===== src/rtl/alu_operand_collector_if.sv =====
`default_nettype none
// ============================================================================
// alu_operand_collector_if : command, operand and ALU-side signal bundle
// Rev 1.0
// ============================================================================
interface alu_operand_collector_if #(
  parameter int N = 8,
  parameter int M = 4
);
  logic         CMD_VALID;
  logic         CMD_READY;
  logic [M-1:0] CMD_IN;
  logic         MODE_IN;
  logic         CIN_IN;
  logic [1:0]   OPS_IN;

  logic         A_VALID;
  logic         A_READY;
  logic [N-1:0] A_DATA;
  logic         B_VALID;
  logic         B_READY;
  logic [N-1:0] B_DATA;

  logic         ALU_CE;
  logic [1:0]   ALU_INP_VALID;
  logic [N-1:0] ALU_OPA;
  logic [N-1:0] ALU_OPB;
  logic [M-1:0] ALU_CMD;
  logic         ALU_MODE;
  logic         ALU_CIN;

  logic         ISSUED;
  logic         TO_ERR;
  logic         BAD_CMD;
  logic [7:0]   TO_CNT;

  // Producer of commands/operands and consumer of the ALU-side outputs
  modport master (
    output CMD_VALID, CMD_IN, MODE_IN, CIN_IN, OPS_IN,
    output A_VALID, A_DATA, B_VALID, B_DATA,
    input  CMD_READY, A_READY, B_READY,
    input  ALU_CE, ALU_INP_VALID, ALU_OPA, ALU_OPB, ALU_CMD, ALU_MODE, ALU_CIN,
    input  ISSUED, TO_ERR, BAD_CMD, TO_CNT
  );

  modport slave (
    input  CMD_VALID, CMD_IN, MODE_IN, CIN_IN, OPS_IN,
    input  A_VALID, A_DATA, B_VALID, B_DATA,
    output CMD_READY, A_READY, B_READY,
    output ALU_CE, ALU_INP_VALID, ALU_OPA, ALU_OPB, ALU_CMD, ALU_MODE, ALU_CIN,
    output ISSUED, TO_ERR, BAD_CMD, TO_CNT
  );
endinterface
`default_nettype wire


===== src/rtl/alu_operand_collector.sv =====
`default_nettype none
// ============================================================================
// alu_operand_collector : gathers a command plus its A/B operands, issues them
// to the ALU in one registered cycle, with timeout and post-issue gap.
// Rev 1.0
// ============================================================================
module alu_operand_collector #(
  parameter int N         = 8,
  parameter int M         = 4,
  parameter int TIMEOUT   = 16,
  parameter int ISSUE_GAP = 2
) (
  input  logic                    CLK,
  input  logic                    RST,
  alu_operand_collector_if.slave  bus
);
  localparam int TW = $clog2(TIMEOUT + 1) + 1;
  localparam int GW = $clog2(ISSUE_GAP + 1) + 1;

  typedef enum logic [1:0] {
    S_IDLE    = 2'd0,
    S_COLLECT = 2'd1,
    S_ISSUE   = 2'd2,
    S_GAP     = 2'd3
  } state_t;

  state_t        r_state;
  logic [1:0]    r_ops;
  logic [1:0]    r_rcv;
  logic [M-1:0]  r_cmd;
  logic          r_mode;
  logic          r_cin;
  logic [N-1:0]  r_opa;
  logic [N-1:0]  r_opb;
  logic [TW-1:0] r_timer;
  logic [GW-1:0] r_gap_cnt;

  logic          r_alu_ce;
  logic [1:0]    r_alu_iv;
  logic [N-1:0]  r_alu_opa;
  logic [N-1:0]  r_alu_opb;
  logic [M-1:0]  r_alu_cmd;
  logic          r_alu_mode;
  logic          r_alu_cin;
  logic          r_issued;
  logic          r_to_err;
  logic          r_bad_cmd;
  logic [7:0]    r_to_cnt;

  logic w_timed_out;
  logic w_cmd_ready;
  logic w_a_ready;
  logic w_b_ready;

  // Once the timer has expired the issue is committed, so no further operands are taken
  assign w_timed_out = (r_timer == TW'(TIMEOUT));
  assign w_cmd_ready = RST && (r_state == S_IDLE);
  assign w_a_ready   = RST && (r_state == S_COLLECT) && r_ops[0] && !r_rcv[0] && !w_timed_out;
  assign w_b_ready   = RST && (r_state == S_COLLECT) && r_ops[1] && !r_rcv[1] && !w_timed_out;

  always_ff @(posedge CLK) begin
    if (!RST) begin
      r_state    <= S_IDLE;
      r_ops      <= '0;
      r_rcv      <= '0;
      r_cmd      <= '0;
      r_mode     <= 1'b0;
      r_cin      <= 1'b0;
      r_opa      <= '0;
      r_opb      <= '0;
      r_timer    <= '0;
      r_gap_cnt  <= '0;
      r_alu_ce   <= 1'b0;
      r_alu_iv   <= '0;
      r_alu_opa  <= '0;
      r_alu_opb  <= '0;
      r_alu_cmd  <= '0;
      r_alu_mode <= 1'b0;
      r_alu_cin  <= 1'b0;
      r_issued   <= 1'b0;
      r_to_err   <= 1'b0;
      r_bad_cmd  <= 1'b0;
      r_to_cnt   <= '0;
    end else begin
      r_issued  <= 1'b0;
      r_to_err  <= 1'b0;
      r_bad_cmd <= 1'b0;
      case (r_state)
        S_IDLE: begin
          if (bus.CMD_VALID) begin
            r_cmd  <= bus.CMD_IN;
            r_mode <= bus.MODE_IN;
            r_cin  <= bus.CIN_IN;
            r_ops  <= bus.OPS_IN;
            if (bus.OPS_IN == 2'b00) begin
              r_bad_cmd <= 1'b1;
            end else begin
              r_state <= S_COLLECT;
              r_rcv   <= '0;
              r_timer <= '0;
              r_opa   <= '0;
              r_opb   <= '0;
            end
          end
        end
        S_COLLECT: begin
          // Full mask is tested first so a last operand on the expiry edge wins
          if ((r_rcv == r_ops) || w_timed_out) begin
            r_state    <= S_ISSUE;
            r_alu_ce   <= 1'b1;
            r_alu_iv   <= r_rcv;
            r_alu_opa  <= r_opa;
            r_alu_opb  <= r_opb;
            r_alu_cmd  <= r_cmd;
            r_alu_mode <= r_mode;
            r_alu_cin  <= r_cin;
            r_issued   <= 1'b1;
            if (r_rcv != r_ops) begin
              r_to_err <= 1'b1;
              if (r_to_cnt != 8'hFF) begin
                r_to_cnt <= r_to_cnt + 8'd1;
              end
            end
          end else begin
            if (bus.A_VALID && w_a_ready) begin
              r_rcv[0] <= 1'b1;
              r_opa    <= bus.A_DATA;
            end
            if (bus.B_VALID && w_b_ready) begin
              r_rcv[1] <= 1'b1;
              r_opb    <= bus.B_DATA;
            end
            r_timer <= r_timer + TW'(1);
          end
        end
        S_ISSUE: begin
          r_alu_ce  <= 1'b0;
          r_alu_iv  <= '0;
          r_gap_cnt <= '0;
          r_state   <= (ISSUE_GAP == 0) ? S_IDLE : S_GAP;
        end
        S_GAP: begin
          if (r_gap_cnt == GW'(ISSUE_GAP - 1)) begin
            r_state <= S_IDLE;
          end else begin
            r_gap_cnt <= r_gap_cnt + GW'(1);
          end
        end
        default: r_state <= S_IDLE;
      endcase
    end
  end

  assign bus.CMD_READY     = w_cmd_ready;
  assign bus.A_READY       = w_a_ready;
  assign bus.B_READY       = w_b_ready;
  assign bus.ALU_CE        = r_alu_ce;
  assign bus.ALU_INP_VALID = r_alu_iv;
  assign bus.ALU_OPA       = r_alu_opa;
  assign bus.ALU_OPB       = r_alu_opb;
  assign bus.ALU_CMD       = r_alu_cmd;
  assign bus.ALU_MODE      = r_alu_mode;
  assign bus.ALU_CIN       = r_alu_cin;
  assign bus.ISSUED        = r_issued;
  assign bus.TO_ERR        = r_to_err;
  assign bus.BAD_CMD       = r_bad_cmd;
  assign bus.TO_CNT        = r_to_cnt;
endmodule
`default_nettype wire


===== src/flat_wrapper.sv =====
// flat-port wrapper written by rule: the top's interface ports become plain ports
module alu_operand_collector_flat 
#(
  parameter int N         = 8,
  parameter int M         = 4,
  parameter int TIMEOUT   = 16,
  parameter int ISSUE_GAP = 2
)
  (CLK, RST, bus_CMD_VALID, bus_CMD_IN, bus_MODE_IN, bus_CIN_IN, bus_OPS_IN, bus_A_VALID, bus_A_DATA, bus_B_VALID, bus_B_DATA, bus_CMD_READY, bus_A_READY, bus_B_READY, bus_ALU_CE, bus_ALU_INP_VALID, bus_ALU_OPA, bus_ALU_OPB, bus_ALU_CMD, bus_ALU_MODE, bus_ALU_CIN, bus_ISSUED, bus_TO_ERR, bus_BAD_CMD, bus_TO_CNT);
  alu_operand_collector_if #(.N(N), .M(M)) bus_i ();
  input  logic CLK;
  input  logic RST;
  input wire logic [$bits(bus_i.CMD_VALID)-1:0] bus_CMD_VALID;
  input wire logic [$bits(bus_i.CMD_IN)-1:0] bus_CMD_IN;
  input wire logic [$bits(bus_i.MODE_IN)-1:0] bus_MODE_IN;
  input wire logic [$bits(bus_i.CIN_IN)-1:0] bus_CIN_IN;
  input wire logic [$bits(bus_i.OPS_IN)-1:0] bus_OPS_IN;
  input wire logic [$bits(bus_i.A_VALID)-1:0] bus_A_VALID;
  input wire logic [$bits(bus_i.A_DATA)-1:0] bus_A_DATA;
  input wire logic [$bits(bus_i.B_VALID)-1:0] bus_B_VALID;
  input wire logic [$bits(bus_i.B_DATA)-1:0] bus_B_DATA;
  output wire logic [$bits(bus_i.CMD_READY)-1:0] bus_CMD_READY;
  output wire logic [$bits(bus_i.A_READY)-1:0] bus_A_READY;
  output wire logic [$bits(bus_i.B_READY)-1:0] bus_B_READY;
  output wire logic [$bits(bus_i.ALU_CE)-1:0] bus_ALU_CE;
  output wire logic [$bits(bus_i.ALU_INP_VALID)-1:0] bus_ALU_INP_VALID;
  output wire logic [$bits(bus_i.ALU_OPA)-1:0] bus_ALU_OPA;
  output wire logic [$bits(bus_i.ALU_OPB)-1:0] bus_ALU_OPB;
  output wire logic [$bits(bus_i.ALU_CMD)-1:0] bus_ALU_CMD;
  output wire logic [$bits(bus_i.ALU_MODE)-1:0] bus_ALU_MODE;
  output wire logic [$bits(bus_i.ALU_CIN)-1:0] bus_ALU_CIN;
  output wire logic [$bits(bus_i.ISSUED)-1:0] bus_ISSUED;
  output wire logic [$bits(bus_i.TO_ERR)-1:0] bus_TO_ERR;
  output wire logic [$bits(bus_i.BAD_CMD)-1:0] bus_BAD_CMD;
  output wire logic [$bits(bus_i.TO_CNT)-1:0] bus_TO_CNT;
  assign bus_i.CMD_VALID = bus_CMD_VALID;
  assign bus_i.CMD_IN = bus_CMD_IN;
  assign bus_i.MODE_IN = bus_MODE_IN;
  assign bus_i.CIN_IN = bus_CIN_IN;
  assign bus_i.OPS_IN = bus_OPS_IN;
  assign bus_i.A_VALID = bus_A_VALID;
  assign bus_i.A_DATA = bus_A_DATA;
  assign bus_i.B_VALID = bus_B_VALID;
  assign bus_i.B_DATA = bus_B_DATA;
  assign bus_CMD_READY = bus_i.CMD_READY;
  assign bus_A_READY = bus_i.A_READY;
  assign bus_B_READY = bus_i.B_READY;
  assign bus_ALU_CE = bus_i.ALU_CE;
  assign bus_ALU_INP_VALID = bus_i.ALU_INP_VALID;
  assign bus_ALU_OPA = bus_i.ALU_OPA;
  assign bus_ALU_OPB = bus_i.ALU_OPB;
  assign bus_ALU_CMD = bus_i.ALU_CMD;
  assign bus_ALU_MODE = bus_i.ALU_MODE;
  assign bus_ALU_CIN = bus_i.ALU_CIN;
  assign bus_ISSUED = bus_i.ISSUED;
  assign bus_TO_ERR = bus_i.TO_ERR;
  assign bus_BAD_CMD = bus_i.BAD_CMD;
  assign bus_TO_CNT = bus_i.TO_CNT;
  alu_operand_collector #(.N(N), .M(M), .TIMEOUT(TIMEOUT), .ISSUE_GAP(ISSUE_GAP)) u_core (.CLK(CLK), .RST(RST), .bus(bus_i));
endmodule

===== config.mk =====
export PLATFORM = sky130hd
export DESIGN_NAME = alu_operand_collector_flat
export DESIGN_NICKNAME = d
export VERILOG_FILES = /design/src/rtl/alu_operand_collector_if.sv /design/src/rtl/alu_operand_collector.sv /design/src/flat_wrapper.sv
export SDC_FILE = /design/constraint.sdc
export NUM_CORES = 1
export LEC_CHECK = 0
export CAP_MARGIN = 40
export CORE_ASPECT_RATIO = 1.75
export CORE_MARGIN = 2
export CORE_UTILIZATION = 48
export CTS_CLUSTER_DIAMETER = 60
export DETAILED_ROUTE_END_ITERATION = 16
export DONT_BUFFER_PORTS = 1
export PLACE_DENSITY = 0.65
export RECOVER_POWER = 25
export SLEW_MARGIN = 30
export SYNTH_ARGS = -nofsm -noshare
export SYNTH_HDL_FRONTEND = slang
export SYNTH_SLANG_ARGS = --single-unit

===== constraint.sdc =====
create_clock -name CLK -period 1.8 [get_ports CLK]
set_input_delay 0.36 -clock CLK [delete_from_list [all_inputs] [get_ports CLK]]
set_output_delay 0.36 -clock CLK [all_outputs]
set_load 0.02 [all_outputs]

==> impl_metrics.py <==
metrics = {
    "timing": {
        "setup_slack_ns": -0.2138,
        "fin_worst_skew_ns": 0.008088,
        "fmaxAchievable_mhz": 496.6,
        "relSlewSlack_pct": 70.57,
        "final.min_clock_period_ns": 2.014,
        "rsz0062_at_grt": "true",
        "final.period_utilization_pct": 111.9,
        "hold_viol_final": 0,
        "final_max_slew_viol_count": 0,
        "setup_viol": 47,
        "worstMarginPinSlew_ns": 0.4414,
        "tns_ns": -3.184,
    },
    "routing": {
        "drc": 0,
        "first_pass_iters": 4,
        "antenna_left": 0,
        "first_iter_violations": 142,
        "via_count": 2949,
        "via_per_inst": 5.970,
        "wl_per_cell_um": 18.71,
        "drt_wl_total_um": 9242,
    },
    "run_status": {
        "violations": "negative setup slack",
        "status": "finished with violations",
    },
    "grt": {
        "grt_antenna_before_repair": 0,
        "grt_max_degree": 29,
        "grt_busiest_layer": "met2",
        "use_met3_pct": 7.107,
        "grt_usage_pct": 24.07,
        "grt_pass1_wl_um": 13400,
        "use_met2_pct": 40.41,
        "grt_overflow": 0,
        "first_global_vias": 2803,
        "use_met1_pct": 26.80,
    },
    "floorplan": {
        "dieArea_mm2": 0.007258,
        "row_count": 39,
        "initial_core_util_pct": 48.95,
        "die_height_um": 111.2,
        "fp.dieW_um": 65.27,
        "io_pins": 68,
        "core_region_area_mm2": 0.006441,
    },
    "pwr": {
        "power_leakage_nw": 1.620,
        "pwr_density_cell_mw_per_mm2": 1270,
        "ir_drop_mv": 0.8042,
    },
    "yosys": {
        "synth_flop_cell": "dfxtp_1",
        "seq_area_frac_synth_pct": 46.35,
        "async_flop_share_pct": 0,
        "ys_seq_elements": 73,
        "ys_types": 49,
        "synth_nets": 391,
        "yosysWarnings": 0,
        "synth_top_area_share_pct": 46.35,
        "yosys.area.top_type": "dfxtp_1",
        "syn_area_mm2": 0.003153,
        "synth-edff-count": 0,
        "synth.area.top_cells": "dfxtp_1 46%, a21oi_1 6.0%, nand3_1 4.9%",
        "syn_inst": 353,
        "synth.avg_cell_area_um2": 8.932,
    },
    "setup_path": {
        "cp-end-kind": "output pin",
        "critPathRequiredTime_ns": 1.44,
        "critPathLaunchType": "register",
        "critical_path_class": "register to output pin",
        "crit_path_max_fanout": 3,
        "arrival_ns": 1.65,
    },
    "cts": {
        "cts.sinks": 73,
        "h-tree-depth": 3,
        "clkLatencyLatePin_ns": 0.35,
        "path_clk_slew_ns": 0.06,
        "root_buffer": "clkbuf_16",
        "cts_tree": "built",
        "numCtsBuffers": 9,
        "cts_buffer_depth": 2,
        "cts_hold_buffers": 0,
    },
    "placement": {
        "io_buffers": 0,
        "placed_cell_area_mm2": 0.003536,
        "gp_congestion": 0.9142,
        "dp_cells": 456,
        "dp_hpwl_um": 5642,
    },
    "final_layout": {
        "n_antenna_cell": 0,
        "multiInputGateArea_mm2": 0.001891,
        "finalInstanceArea_mm2": 0.004417,
        "post_layout_nonfiller_instances": 494,
        "drive_gt1_share_pct": 35.19,
        "fill_cells": 493,
        "area_growth_syn_to_layout_pct": 40.08,
        "register_area_mm2": 0.001466,
        "num-nets-final": 445,
    },
    "flow_run": {
        "cap_viol_max_count": 0,
    },
    "min_path": {
        "hold_class": "input pin to register",
    },
}
## metrics by stage
step	power (mW)	setup WS [ns]	hold WS (ns)	util [%]
after global placement	3.153	-0.02643	0.4421	54.90
after detailed placement	3.170	-0.05908	0.4473	54.90
after global routing	5.844	-0.2549	0.1455	68.57
after floorplan	2.632	0.003116	0.4366	-
after CTS	5.101	-0.2527	0.1454	61.38
final	5.609	-0.2138	0.1466	68.57
## kinds of logic after synthesis
logic type	Yosys count	share of synthesized area [%]
AOI/OAI and AO/OA	117	24.25
DFF	73	46.35
buffers and inverters	35	4.643
and+or+nand+nor	108	17.54
muxes	9	2.857
xor gates and xnor gates	2	0.7938
adders and majority gates	9	3.571
## cell usage after synthesis, drive strengths merged (2+ instances only)
cell type  count
dfxtp         73
a21oi         38
nand2         38
nand3         31
o21ai         27
a22o          16
clkbuf        16
nor2          12
inv           11
ha             9
mux2i          9
buf            7
o22ai          7
nand2b         5
o31ai          5
a211oi         4
o211ai         4
and2           3
or4            3
a2bb2oi        2
a41oi          2
and3           2
nand3b         2
nand4          2
nor3           2
nor4bb         2
o211a          2
or3            2
xor2           2
## per-layer routing
metal,routed length [um],part of all wire [%],vias to the layer above
met4,302,3.3,0
li1,-,-,1407
met1,3499,38,1420
met5,0,0,-
met3,568,6.1,20
met2,4871,53,102
## state kept, by name, indices dropped and copies added, names as in the netlist, 3 cells and up
name                flops
u_core.bus.ALU_CMD      4
u_core.bus.ALU_OPA      8
u_core.bus.ALU_OPB      8
u_core.bus.TO_CNT       8
u_core.r_cmd            4
u_core.r_gap_cnt        3
u_core.r_opa            8
u_core.r_opb            8
u_core.r_timer          6
## where the power goes
group | switching (mW) | internal, mW | total [mW]
clock network | 0.693 | 1.22 | 1.91
logic | 1.10 | 0.779 | 1.88
registers | 0.104 | 1.71 | 1.82
total | 1.90 | 3.71 | 5.61
## placed cells by master, fill, tap and decap left out, types with 3 or more instances in the layout
cell	n
a22o_1	16
mux2i_1	9
o21ai_2	16
o31ai_1	3
buf_4	47
a21oi_1	32
o22ai_1	3
inv_1	9
o22ai_2	4
ha_1	6
clkbuf_16	10
o211ai_1	4
nand2_1	37
a21oi_2	5
nand3_1	26
o21ai_1	7
buf_6	14
nor2_1	10
dfxtp_2	4
nand3_2	5
and2_1	3
a211oi_2	3
nand2b_1	5
o21ai_0	4
dfxtp_1	69
## what timing repair did
| action | in CTS | in global routing |
|---|---|---|
| pin swaps | 4 | 40 |
| setup buffers | 6 | 14 |
| endpoints found under the setup margin | 43 | 56 |
| gates cloned | 0 | 4 |
| resized for setup | 11 | 85 |
## layout make-up
| type | instances | share of cell area, % |
|---|---|---|
| clock buffer | 10 | 5.184 |
| clock inverter | 6 | 2.068 |
| inverter | 12 | 1.048 |
| multi-input combinational | 246 | 42.80 |
| sequential | 73 | 33.20 |
| tap | 82 | 2.323 |
| timing repair buffer | 65 | 13.37 |
## worst max-delay path, cell delays in order, from the launching register on
cell	delay, ns
dfxtp_2	0.33
inv_2	0.04
ha_4	0.14
nor4bb_4	0.15
buf_6	0.13
buf_6	0.11
a21oi_4	0.12
and3b_2	0.28
## worst paths after layout
| path | from | endpoint | cells after the start | slack, ns |
|---|---|---|---|---|
| setup / recovery | u_core.r_timer[0] | bus_A_READY | 7 | -0.21 |
| hold / removal | RST | u_core.r_gap_cnt[0] | 1 | 0.15 |
| hold reg to reg | u_core.r_cmd[3] | u_core.r_cmd[3] | 2 | 0.46 |
| setup reg to reg | u_core.r_timer[0] | u_core.r_timer[0] | 10 | -0.16 |
No activity file was read; power rests on OpenSTA's default activity.
